## src/rtl/mem_arbiter.sv

```systemverilog
// Two-port (fetch/data) arbiter in front of one registered-output sram.
// Combinational grant, one-cycle request latch, read data returned at grant+2.
module mem_arbiter #(
    parameter int unsigned AWIDTH   = 32,
    parameter int unsigned DWIDTH   = 32,
    parameter int unsigned PRIOMODE = 0
) (
    input  logic              clk,
    input  logic              clr,
    input  logic              i_req,
    input  logic [AWIDTH-1:0] i_addr,
    output logic              i_gnt,
    output logic              i_rvalid,
    output logic [DWIDTH-1:0] i_rdata,
    input  logic              d_req,
    input  logic              d_wr,
    input  logic [AWIDTH-1:0] d_addr,
    input  logic [DWIDTH-1:0] d_wdata,
    output logic              d_gnt,
    output logic              d_rvalid,
    output logic [DWIDTH-1:0] d_rdata,
    output logic [AWIDTH-1:0] m_address,
    output logic [DWIDTH-1:0] m_din,
    input  logic [DWIDTH-1:0] m_dout,
    output logic              m_rd,
    output logic              m_wr,
    output logic              m_cs
);

    logic              prio_d;     // 1: data port wins the next contention
    logic              contend;
    logic              s1_valid;
    logic              s1_owner;   // 1: data port
    logic              s1_wr;
    logic [AWIDTH-1:0] s1_addr;
    logic [DWIDTH-1:0] s1_wdata;
    logic              s2_valid;
    logic              s2_owner;

    // Grant selection; held off entirely while in reset
    always_comb begin
        contend = i_req & d_req;
        i_gnt   = 1'b0;
        d_gnt   = 1'b0;
        if (clr) begin
            if (PRIOMODE == 1) begin
                d_gnt = d_req;
                i_gnt = i_req & ~d_req;
            end else if (contend) begin
                d_gnt = prio_d;
                i_gnt = ~prio_d;
            end else begin
                i_gnt = i_req;
                d_gnt = d_req;
            end
        end
    end

    // Round-robin pointer flips only after a contended grant
    always_ff @(posedge clk or negedge clr) begin
        if (!clr) begin
            prio_d <= 1'b1;
        end else if ((PRIOMODE == 0) && contend && (i_gnt | d_gnt)) begin
            prio_d <= ~prio_d;
        end
    end

    // Stage 1: the granted access, presented to the sram next cycle
    always_ff @(posedge clk or negedge clr) begin
        if (!clr) begin
            s1_valid <= 1'b0;
            s1_owner <= 1'b0;
            s1_wr    <= 1'b0;
            s1_addr  <= '0;
            s1_wdata <= '0;
        end else begin
            s1_valid <= i_gnt | d_gnt;
            s1_owner <= d_gnt;
            s1_wr    <= d_gnt & d_wr;
            s1_addr  <= d_gnt ? d_addr : i_addr;
            s1_wdata <= d_gnt ? d_wdata : '0;
        end
    end

    // Stage 2: read return tracking, aligned with the sram's registered dout
    always_ff @(posedge clk or negedge clr) begin
        if (!clr) begin
            s2_valid <= 1'b0;
            s2_owner <= 1'b0;
        end else begin
            s2_valid <= s1_valid & ~s1_wr;
            s2_owner <= s1_owner;
        end
    end

    assign m_cs      = s1_valid;
    assign m_rd      = s1_valid & ~s1_wr;
    assign m_wr      = s1_valid & s1_wr;
    assign m_address = s1_addr;
    assign m_din     = s1_wdata;

    assign i_rvalid  = s2_valid & ~s2_owner;
    assign d_rvalid  = s2_valid & s2_owner;
    assign i_rdata   = m_dout;
    assign d_rdata   = m_dout;

endmodule

```

## config.mk

```make
export PLATFORM = sky130hd
export DESIGN_NAME = mem_arbiter
export DESIGN_NICKNAME = d
export VERILOG_FILES = /design/src/rtl/mem_arbiter.sv
export SDC_FILE = /design/constraint.sdc
export NUM_CORES = 1
export LEC_CHECK = 0
export CAP_MARGIN = 20
export CORE_AREA = 2 2 105 107
export DETAILED_ROUTE_END_ITERATION = 10
export DIE_AREA = 0 0 107 109
export GPL_TIMING_DRIVEN = 0
export PLACE_DENSITY = 0.83
export SETUP_SLACK_MARGIN = 0.15
export SYNTH_ARGS = -nofsm -noshare
export SYNTH_HDL_FRONTEND = slang
export SYNTH_SLANG_ARGS = --single-unit
```

## constraint.sdc

```tcl
create_clock -name clk -period 2 [get_ports clk]
set_clock_uncertainty 0.15 [all_clocks]
set_input_delay 0.4 -clock clk [delete_from_list [all_inputs] [get_ports clk]]
set_output_delay 0.4 -clock clk [all_outputs]
set_load 0.02 [all_outputs]
```

==> results.toml <==
[clocking]
cts_made_buffers = 9
clkTransAtPathRegs_ns = 0.07
cts-root-buf = "clkbuf_8"
clock_sinks = 70
h-tree-depth = 3
insertion_delay_ns = 0.33
cts_tree = "yes"
clockBufferDepth = 2

[logic_synthesis]
synth_area_um2 = 2920
syn_nets = 350
yosys_warnings = 0
synth_seq_cells = 70
avgSynthCellArea_um2 = 13.5
synth.yosys.seq_area_share = 0.600
syn_inst = 217
synth_cell_types = 18

[worst_setup_path]
path_max_fanout = 5
r2r_slack_ns = 0.28
max_stage_delay_ns = 0.58
worstPathCellList = "o211ai_4 -> inv_4 -> buf_6 -> buf_6"
path_depth = 4
reg2regPathDepth = 5
reg2reg_to = "m_address[19]"
crit_family = "flip-flops"
critPathKind = "flip-flop to primary output"
crit_slowest_cell = "dfstp_2"
critPathLaunchType = "flip-flop"
cp.arrival_ns = 1.32
r2r_start = "prio_d"
crit_path_end_kind = "primary output"
cp_num_buf_inv = 3
crit_top_cell = "buf_6"
cp.required_ns = 1.45

[sta]
maxSlewHeadroom = 0.743
worstMarginPinSlew_ns = 0.386
postLayoutSetupSlackWorst_ns = 0.132
finalHoldViolCount = 69
slew_violations = 0
rsz0062_at_grt = "true"
fmax_mhz = 535
fin_crit_ns = 1.87
period_share = 0.934
hold_ws_ns = -0.191
setup_viol = 0

[grt]
first_global_vias = 2670
antenna_found_initial = 0
grt_max_degree = 75
grt_usage = 0.145
grt_pass1_wl_mm = 12.7
overflow = 0

[run_status]
status = "finished, violations left"
violations = "hold timing"

[detailed_routing]
route.vias.total = 2461
first_pass_iters = 4
antenna_left = 0
totalWireLength_mm = 9.01
wl_per_cell_um = 14.6
post-route-drc-count = 0
via_per_inst = 3.99
drt-initial-drc-count = 71

[power]
pwr_density_cell_nw_per_um2 = 667
ir_worst_vdd_mv = 0.288
leakage_nw = 3.05

[cells_and_area]
layout-drive-gt1-share = 0.273
fin_util = 0.544
fin_nets = 605
regArea_um2 = 1750
syn2layout_area_growth_pct = 97.3
multi_input_area_um2 = 643
n_fill_cell = 885
antenna_cells = 0

[placed_design]
pre_cts_slack_ns = -1.04
io_buffers = 235
dp_hpwl_mm = 7.05
place_congestion = 0.793

[floorplanning]
dieArea_um2 = 11700
ios = 268
die_x_um = 107
core_region_area_um2 = 10600
placementRows = 38
die_h_um = 109
start_util = 0.276

[hold_path]
hold_class = "input port to async pin"

[run]
drv_cap = 0
[what timing repair did]
item                                    in CTS  in global routing
endpoints found under the setup margin      88                 37
gates cloned                                 0                  0
endpoints found under the hold margin       69                 69
gates resized for setup                     50                 38
buffers inserted                             1                  8
pin swaps                                    1                  1
[cell type report]
class                           instances  area share
Timing Repair Buffer                  244       0.427
Sequential cell                        70       0.304
Multi-Input combinational cell         75       0.112
Buffer                                 70      0.0911
Tap cell                              140      0.0304
Clock buffer                            9      0.0215
Clock inverter                          7      0.0126
Inverter                                2     0.00174
[metrics by stage]
| stage | instances | cell area [um^2] | total power [mW] | setup TNS [ns] |
|---|---|---|---|---|
| detailed placement | 592 | 5450 | 2.78 | -18.42 |
| global placement | 592 | 5450 | 2.76 | -312.54 |
| floorplan | 217 | 2920 | 2.14 | 0 |
| finish | 617 | 5770 | 3.84 | 0 |
| global route | 617 | 5770 | 4.04 | 0 |
| CTS | 609 | 5630 | 3.89 | 0 |
[per-layer routing]
metal,routed length (um),share of wire,global-route usage
met5,0,0,0
met4,127,0.014,0.0594
met3,919,0.10,0.0669
met2,4980,0.55,0.278
met1,2980,0.33,0.130
[synthesized netlist by cell type]
| master | number | share of area |
|---|---|---|
| buf_2 | 1 | 0.0017 |
| o21a_1 | 1 | 0.0026 |
| buf_4 | 66 | 0.17 |
| nand3_1 | 1 | 0.0017 |
| o211ai_4 | 1 | 0.0073 |
| inv_2 | 1 | 0.0013 |
| dfstp_2 | 1 | 0.0090 |
| nor2b_1 | 2 | 0.0043 |
| mux2_1 | 2 | 0.0077 |
| mux2_2 | 30 | 0.12 |
| inv_1 | 1 | 0.0013 |
| clkbuf_1 | 2 | 0.0026 |
| a21oi_1 | 1 | 0.0017 |
| and2_1 | 35 | 0.075 |
| dfrtp_1 | 69 | 0.59 |
| xnor2_1 | 1 | 0.0030 |
| nand2_1 | 1 | 0.0013 |
| buf_6 | 1 | 0.0039 |
[sequential cells by signal, indices dropped and copies added, names as in the netlist]
signal	cells
prio_d	1
m_address	32
m_cs	1
s2_owner	1
m_din	32
s2_valid	1
s1_owner	1
s1_wr	1
[worst max path at each step]
| stage | startpoint | endpoint | slack, ns |
|---|---|---|---|
| 2_1_floorplan | i_req | d_gnt | 0.49 |
| 3_3_place_gp | clr | d_gnt | -3.29 |
| 3_5_place_dp | clr | d_gnt | -1.04 |
| 4_1_cts | prio_d | d_gnt | 0.001 |
| 5_1_grt | prio_d | d_gnt | 0.07 |
| 6_report | prio_d | d_gnt | 0.13 |
[layout by cell type (no fill, tap or decap), types with 3 or more instances in the layout]
master           instances
clkbuf_8                 9
dlygate4sd2_1           35
buf_6                    3
dlymetal6s2s_1          34
clkdlybuf4s50_1        162
buf_4                   75
and2_1                  35
dfrtp_1                 69
mux2_2                  30
[worst reg2reg max path, cell delays in order (launching register included)]
cell and delay, ns:
dfstp_2 0.58, o211ai_4 0.10, buf_4 0.16, buf_4 0.15
buf_4 0.18, mux2_2 0.28
[power breakdown]
part           switching, mW  internal, mW  total, mW  leakage, nW
combinational          0.484         0.646       1.13         2.07
clock                  0.541         0.577       1.12       0.0956
sequential            0.0467          1.55       1.59        0.883
[cells by family after synthesis]
group                     count (synthesis)  synth area share
DFF                                      70             0.600
AOI/OAI and AO/OA                         3            0.0116
and+or+nand+nor                          39            0.0822
buffers and inverters                    72             0.180
muxes                                    32             0.123
xor gates and xnor gates                  1           0.00300
Note: power is estimated with default switching activity, not from simulation.
